`config.mk`:
```
export PLATFORM = sky130hd
export DESIGN_NAME = post_cov_semipar_core
export DESIGN_NICKNAME = d
export VERILOG_FILES = /design/src/rtl/post_cov_semipar_core_pkg.sv /design/src/rtl/post_cov_semipar_core_dot2.sv /design/src/rtl/post_cov_semipar_core.sv
export SDC_FILE = /design/constraint.sdc
export NUM_CORES = 2
export LEC_CHECK = 0
export CORE_MARGIN = 2
export CORE_UTILIZATION = 47
export CTS_BUF_LIST = sky130_fd_sc_hd__clkbuf_8
export CTS_CLUSTER_SIZE = 8
export DETAILED_ROUTE_END_ITERATION = 12
export GPL_TIMING_DRIVEN = 0
export PLACE_DENSITY = 0.69
export SLEW_MARGIN = 10
export SYNTH_ARGS = -nofsm -noshare
export SYNTH_HDL_FRONTEND = slang
export SYNTH_SLANG_ARGS = --single-unit
```
`constraint.sdc`:
```
create_clock -name clk -period 14.67 [get_ports clk]
set_input_delay 1.467 -clock clk [delete_from_list [all_inputs] [get_ports clk]]
set_output_delay 1.467 -clock clk [all_outputs]
set_load 0.02 [all_outputs]
```
`src/rtl/post_cov_semipar_core_pkg.sv`:
```
// Shared fixed-point types and helpers for the KF datapath blocks.
// Word format, saturation helper and the posterior-covariance FSM encoding.
package fxp_types;

    localparam int FXP_N    = 16;
    localparam int FXP_FRAC = 8;

    // Clamp a wide signed value to the n-bit two's complement range.
    function automatic logic signed [63:0] fxp_sat(
        input logic signed [63:0] v,
        input int                 n
    );
        logic signed [63:0] hi;
        logic signed [63:0] lo;
        hi = (64'sd1 <<< (n - 1)) - 64'sd1;
        lo = -(64'sd1 <<< (n - 1));
        if (v > hi)
            return hi;
        else if (v < lo)
            return lo;
        else
            return v;
    endfunction

    typedef enum logic [2:0] {
        IDLE,
        KH_M0,
        KH_S0,
        KH_S1,
        PP_M0,
        PP_S0,
        PP_S1,
        OUT
    } pc_state_t;

endpackage

```
`src/rtl/post_cov_semipar_core_dot2.sv`:
```
// Registered 2-term fixed-point dot product: products in one cycle,
// sum / arithmetic shift / saturate in the next.
module fxp_dot2
    import fxp_types::*;
#(
    parameter int N    = FXP_N,
    parameter int FRAC = FXP_FRAC
) (
    input  logic                clk,
    input  logic                rst,
    input  logic signed [N-1:0] x0,
    input  logic signed [N-1:0] y0,
    input  logic signed [N-1:0] x1,
    input  logic signed [N-1:0] y1,
    output logic signed [N-1:0] q
);

    logic signed [2*N-1:0] pr0;
    logic signed [2*N-1:0] pr1;
    logic signed [2*N:0]   sum;
    logic signed [2*N:0]   sh;
    logic signed [63:0]    wide;
    logic signed [63:0]    clamped;

    always_comb begin
        sum     = (2*N+1)'(pr0) + (2*N+1)'(pr1);
        sh      = sum >>> FRAC;
        wide    = 64'(sh);
        clamped = fxp_sat(wide, N);
    end

    always_ff @(posedge clk or posedge rst) begin
        if (rst) begin
            pr0 <= '0;
            pr1 <= '0;
            q   <= '0;
        end else begin
            pr0 <= (2*N)'(x0) * (2*N)'(y0);
            pr1 <= (2*N)'(x1) * (2*N)'(y1);
            q   <= clamped[N-1:0];
        end
    end

endmodule

```
`src/rtl/post_cov_semipar_core.sv`:
```
// Posterior covariance P_post = (I - K*H) * P_prior for a 2x2 state,
// two time-shared dot-product units over a fixed 7-cycle schedule.
module post_cov_semipar_core
    import fxp_types::*;
#(
    parameter int N    = FXP_N,
    parameter int FRAC = FXP_FRAC
) (
    input  logic                clk,
    input  logic                rst,
    input  logic                start,
    input  logic signed [N-1:0] k00,
    input  logic signed [N-1:0] k01,
    input  logic signed [N-1:0] k10,
    input  logic signed [N-1:0] k11,
    input  logic signed [N-1:0] h00,
    input  logic signed [N-1:0] h01,
    input  logic signed [N-1:0] h10,
    input  logic signed [N-1:0] h11,
    input  logic signed [N-1:0] p_prior00,
    input  logic signed [N-1:0] p_prior01,
    input  logic signed [N-1:0] p_prior10,
    input  logic signed [N-1:0] p_prior11,
    output logic                done,
    output logic signed [N-1:0] P_post00,
    output logic signed [N-1:0] P_post01,
    output logic signed [N-1:0] P_post10,
    output logic signed [N-1:0] P_post11
);

    localparam logic signed [N:0] ONE = (N+1)'(2 ** FRAC);
    localparam logic signed [N:0] ZERO = '0;

    pc_state_t state;

    logic signed [N-1:0] kr00, kr01, kr10, kr11;
    logic signed [N-1:0] hr00, hr01, hr10, hr11;
    logic signed [N-1:0] pr00, pr01, pr10, pr11;
    logic signed [N-1:0] a00, a01, a10, a11;
    logic signed [N-1:0] pt00, pt01;

    logic signed [N-1:0] u0x0, u0y0, u0x1, u0y1;
    logic signed [N-1:0] u1x0, u1y0, u1x1, u1y1;
    logic signed [N-1:0] q0, q1;
    logic signed [N-1:0] ad0, ao0, ad1, ao1;

    function automatic logic signed [N-1:0] sub_sat(
        input logic signed [N:0]   s,
        input logic signed [N-1:0] v
    );
        logic signed [N:0]  d;
        logic signed [63:0] c;
        d = s - (N+1)'(v);
        c = fxp_sat(64'(d), N);
        return c[N-1:0];
    endfunction

    // Unit 0 always produces column 0, unit 1 column 1 of the current row.
    always_comb begin
        u0x0 = '0; u0y0 = '0; u0x1 = '0; u0y1 = '0;
        u1x0 = '0; u1y0 = '0; u1x1 = '0; u1y1 = '0;
        unique case (state)
            KH_M0: begin
                u0x0 = kr00; u0y0 = hr00; u0x1 = kr01; u0y1 = hr10;
                u1x0 = kr00; u1y0 = hr01; u1x1 = kr01; u1y1 = hr11;
            end
            KH_S0: begin
                u0x0 = kr10; u0y0 = hr00; u0x1 = kr11; u0y1 = hr10;
                u1x0 = kr10; u1y0 = hr01; u1x1 = kr11; u1y1 = hr11;
            end
            PP_M0: begin
                u0x0 = a00; u0y0 = pr00; u0x1 = a01; u0y1 = pr10;
                u1x0 = a00; u1y0 = pr01; u1x1 = a01; u1y1 = pr11;
            end
            PP_S0: begin
                u0x0 = a10; u0y0 = pr00; u0x1 = a11; u0y1 = pr10;
                u1x0 = a10; u1y0 = pr01; u1x1 = a11; u1y1 = pr11;
            end
            default: ;
        endcase
    end

    always_comb begin
        ad0 = sub_sat(ONE, q0);
        ao0 = sub_sat(ZERO, q0);
        ad1 = sub_sat(ONE, q1);
        ao1 = sub_sat(ZERO, q1);
    end

    fxp_dot2 #(.N(N), .FRAC(FRAC)) u_dot0 (
        .clk (clk),
        .rst (rst),
        .x0  (u0x0),
        .y0  (u0y0),
        .x1  (u0x1),
        .y1  (u0y1),
        .q   (q0)
    );

    fxp_dot2 #(.N(N), .FRAC(FRAC)) u_dot1 (
        .clk (clk),
        .rst (rst),
        .x0  (u1x0),
        .y0  (u1y0),
        .x1  (u1x1),
        .y1  (u1y1),
        .q   (q1)
    );

    always_ff @(posedge clk or posedge rst) begin
        if (rst) begin
            state <= IDLE;
            done  <= 1'b0;
            kr00 <= '0; kr01 <= '0; kr10 <= '0; kr11 <= '0;
            hr00 <= '0; hr01 <= '0; hr10 <= '0; hr11 <= '0;
            pr00 <= '0; pr01 <= '0; pr10 <= '0; pr11 <= '0;
            a00  <= '0; a01  <= '0; a10  <= '0; a11  <= '0;
            pt00 <= '0; pt01 <= '0;
            P_post00 <= '0; P_post01 <= '0;
            P_post10 <= '0; P_post11 <= '0;
        end else begin
            done <= 1'b0;
            unique case (state)
                IDLE: begin
                    if (start) begin
                        kr00 <= k00; kr01 <= k01; kr10 <= k10; kr11 <= k11;
                        hr00 <= h00; hr01 <= h01; hr10 <= h10; hr11 <= h11;
                        pr00 <= p_prior00; pr01 <= p_prior01;
                        pr10 <= p_prior10; pr11 <= p_prior11;
                        state <= KH_M0;
                    end
                end
                KH_M0: state <= KH_S0;
                KH_S0: state <= KH_S1;
                KH_S1: begin
                    a00   <= ad0;
                    a01   <= ao1;
                    state <= PP_M0;
                end
                PP_M0: begin
                    a10   <= ao0;
                    a11   <= ad1;
                    state <= PP_S0;
                end
                PP_S0: state <= PP_S1;
                PP_S1: begin
                    pt00  <= q0;
                    pt01  <= q1;
                    state <= OUT;
                end
                OUT: begin
                    P_post00 <= pt00;
                    P_post01 <= pt01;
                    P_post10 <= q0;
                    P_post11 <= q1;
                    done     <= 1'b1;
                    state    <= IDLE;
                end
                default: state <= IDLE;
            endcase
        end
    end

endmodule

```
==> results by group <==
Status
  • Status: completed

Critical path
  • Worst Path Required: about 15 ns
  • CP top delay family: adder cells
  • Critical path arrival: around 12 ns
  • Worst-path fanout max: 11
  • Buf+Inv Stages, Crit Path: 7
  • Critical path's slowest cell: clkbuf_1
  • Most used cell, CP: fa_1
  • Max incr delay on CP: between 1 and 1.5 ns
  • CP startpoint kind: flop
  • Crit path capture type: flop
  • Critical path class: reg2reg
  • RR Startpoint: state[0]
  • CP Launch Point: state[0]

CTS
  • CTS sink cnt: between 500 and 600
  • Clock Tree Buf Depth: 3
  • Clk slew on worst S/H paths: around 0.070 ns
  • Setup Fix Bufs, Post-CTS: 0
  • Total CTS buffers: 89
  • # H-tree levels: 3
  • Post-CTS Resized: 0
  • Skew-Pair Late Insertion Delay: between 0.8 and 0.9 ns
  • Root buf cell: clkbuf_8
  • Cts hold-fix bufs: 0
  • CTS tree: done

Cells and area
  • Most frequent cells in the layout: inv_1 (1218), fa_1 (1048), nor2_1 (660)
  • Post-route cell area: slightly below 70000 um2
  • Fin nets: a little over 8000
  • Layout area overhead: 11.7%
  • Commonest non-fill, non-tap cell in the layout: inv_1
  • Final Non-Filler Cells: between 8000 and 9000
  • Layout cell share with drive strength beyond 1: 7.55%

Floorplanning
  • Die ar.: 133000 um2
  • Die Width: around 360 um
  • # rows: between 100 and 150
  • Die Y: approximately 360 um
  • Starting Density: a little under half
  • IO Pins: 260
  • Core box area: 129000 um2

STA
  • Final Hold Violating Endpoints: 0
  • Sum Neg Setup Slack: 0 ns
  • Final Skew: between 0.09 and 0.1 ns
  • RSZ-0062 raised after global routing: false
  • Tcrit/Tclk final: approximately three quarters
  • Slew margin rel.: 0.337%
  • Period minus WS final: approximately 11 ns
  • Highest clock rate: ~0.09 GHz
  • Slew @ Worst Pin: roughly 1.5 ns
  • Final Setup Violations: 0
  • Max Slew Vio Count: 0

Flow run
  • Maxcap violations: 0

GRT
  • Initial antenna violation count: 8
  • Largest net degree at the start of global routing: between 40 and 50
  • First-pass GRT wire length: 310000 um
  • Gr busiest metal: met2
  • M3 GR Usage: about a tenth
  • Overall Global Routing Usage: 31.9%
  • Met1 Resource Use GR: 42.8%
  • Number of global-route vias before repair: 48800
  • Met2 GRT Util: 46.7%
  • GR Overflow Total: 0

Yosys
  • Seq cells post-synth: 516
  • Mapped Cells: 6204
  • Post-synthesis cell type count: 77
  • Cell Area, Synth: between 60000 and 70000 um2
  • Ys Warns: 0
  • Seq/Total Area, Yosys: a little over a fifth
  • Avg Cell Area, Syn: between 9 and 10 um2
  • Number of flops mapped to enable cells by yosys: 0
  • Top_reg_cell synth: dfrtp_1
  • Syn_nets: 7845
  • Synth async-reset ratio: 100%

Hold path
  • Hold Startpoint: a11[9]
  • Min-delay worst type: reg2reg

Placed design
  • Post-DP HPWL: around 170000 um
  • Placer Congestion: between 0.9 and 1
  • Port Buf Inserts: roughly 260
  • DP Cell Count: slightly above 8000
  • Placed Area: ~66000 um2

Route
  • 1st-iter DRT viols: around 4500
  • Drt pass-1 iters: 6
  • Via count: 47200
  • Routed Antenna Nets: 0
  • Post-Route WL: 207000 um
  • DR vias/cell: 5.62
  • Routed length per instance: between 20 and 25 um
  • DRC violations left: 0
## through the flow
stage | hold WS [ns] | util, % | setup WS, ns
4_1_cts | 0.472 | 52.7 | 3.78
5_1_grt | 0.497 | 52.8 | 3.24
6_report | 0.471 | 52.8 | 3.58
3_3_place_gp | 0.450 | 50.9 | 2.95
2_1_floorplan | 0.438 | - | 6.19
3_5_place_dp | 0.457 | 51.3 | 3.82
## kinds of logic (layout without fill, tap and decap cells)
| logic type | count (synthesis) | in the layout | share of synthesized area [%] |
|---|---|---|---|
| compound gates | 732 | 732 | 8.31 |
| xor+xnor | 203 | 203 | 2.92 |
| fa+ha+maj | 1446 | 1446 | 42.6 |
| buf+inv | 1459 | 1905 | 9.00 |
| flops | 516 | 516 | 21.2 |
| mux | 286 | 286 | 5.28 |
| other cells | 0 | 5 | 0 |
| simple gates | 1562 | 1562 | 10.7 |
## registers in the layout, summed over array words and instances, names as in the netlist, 32 cells and up
| register | flops |
|---|---|
| u_dot0.pr1 | 32 |
| u_dot1.pr1 | 32 |
| u_dot0.pr0 | 32 |
| u_dot1.pr0 | 32 |
## cells in the mapped netlist (23+ instances only)
cell      count  share of area [%]
o21ai_0     132                1.1
and2_1       23               0.24
a21o_1       74               0.91
a221o_1      26               0.43
nor2b_1      24               0.25
mux2_2      284                5.3
a31oi_1      23               0.24
nand2b_1     36               0.37
a22o_1       71                1.0
clkbuf_1    254                1.6
and3_1       26               0.27
a221oi_1     27               0.39
a22oi_1      70               0.86
a21oi_1     158                1.3
nor2_1      660                4.1
xor2_1       53               0.76
or2_2        27               0.28
nand3_1      32               0.26
fa_1       1048                 34
xnor2_1     150                2.2
nor3_1       38               0.31
ha_1        398                8.2
nand2_1     631                3.9
dfrtp_1     516                 21
inv_1      1192                7.3
## worst register-to-register path, delay by kind of cell (launching register included)
kind,cells,cell delay (ns)
fa+ha+maj,8,3.56
buf+inv,7,3.04
compound gates,8,2.88
simple gates,5,0.95
flops,1,0.42
## final cells by class
class	count	area, um2
Clock inverter	51	390
Inverter	1192	4480
Antenna cell	5	12.5
Multi-Input combinational cell	4229	42600
Timing Repair Buffer	291	3030
Clock buffer	104	1430
Buffer	267	1010
Tap cell	1742	2180
Sequential cell	516	12900
Fill cell	11700	60900
## final timing paths
check / cells after the start / slack, ns / end
setup / recovery: 28 / 3.58 / u_dot0.pr1[31]
hold / removal: 2 / 0.47 / a11[9]
setup reg to reg: 28 / 3.58 / u_dot0.pr1[31]
hold reg to reg: 2 / 0.47 / a11[9]
max in group asynchronous: 7 / 11.91 / pr00[9]
min in group asynchronous: 2 / 1.09 / kr01[7]
## routing by layer
layer	vias to the layer above	wire length, um
li1	20100	-
met3	549	25000
met4	10	12200
met2	2508	86900
met5	-	57
met1	24000	82400
Power is not shown: default switching activity piles up to over one toggle a cycle in this logic, so the estimate is an artifact.
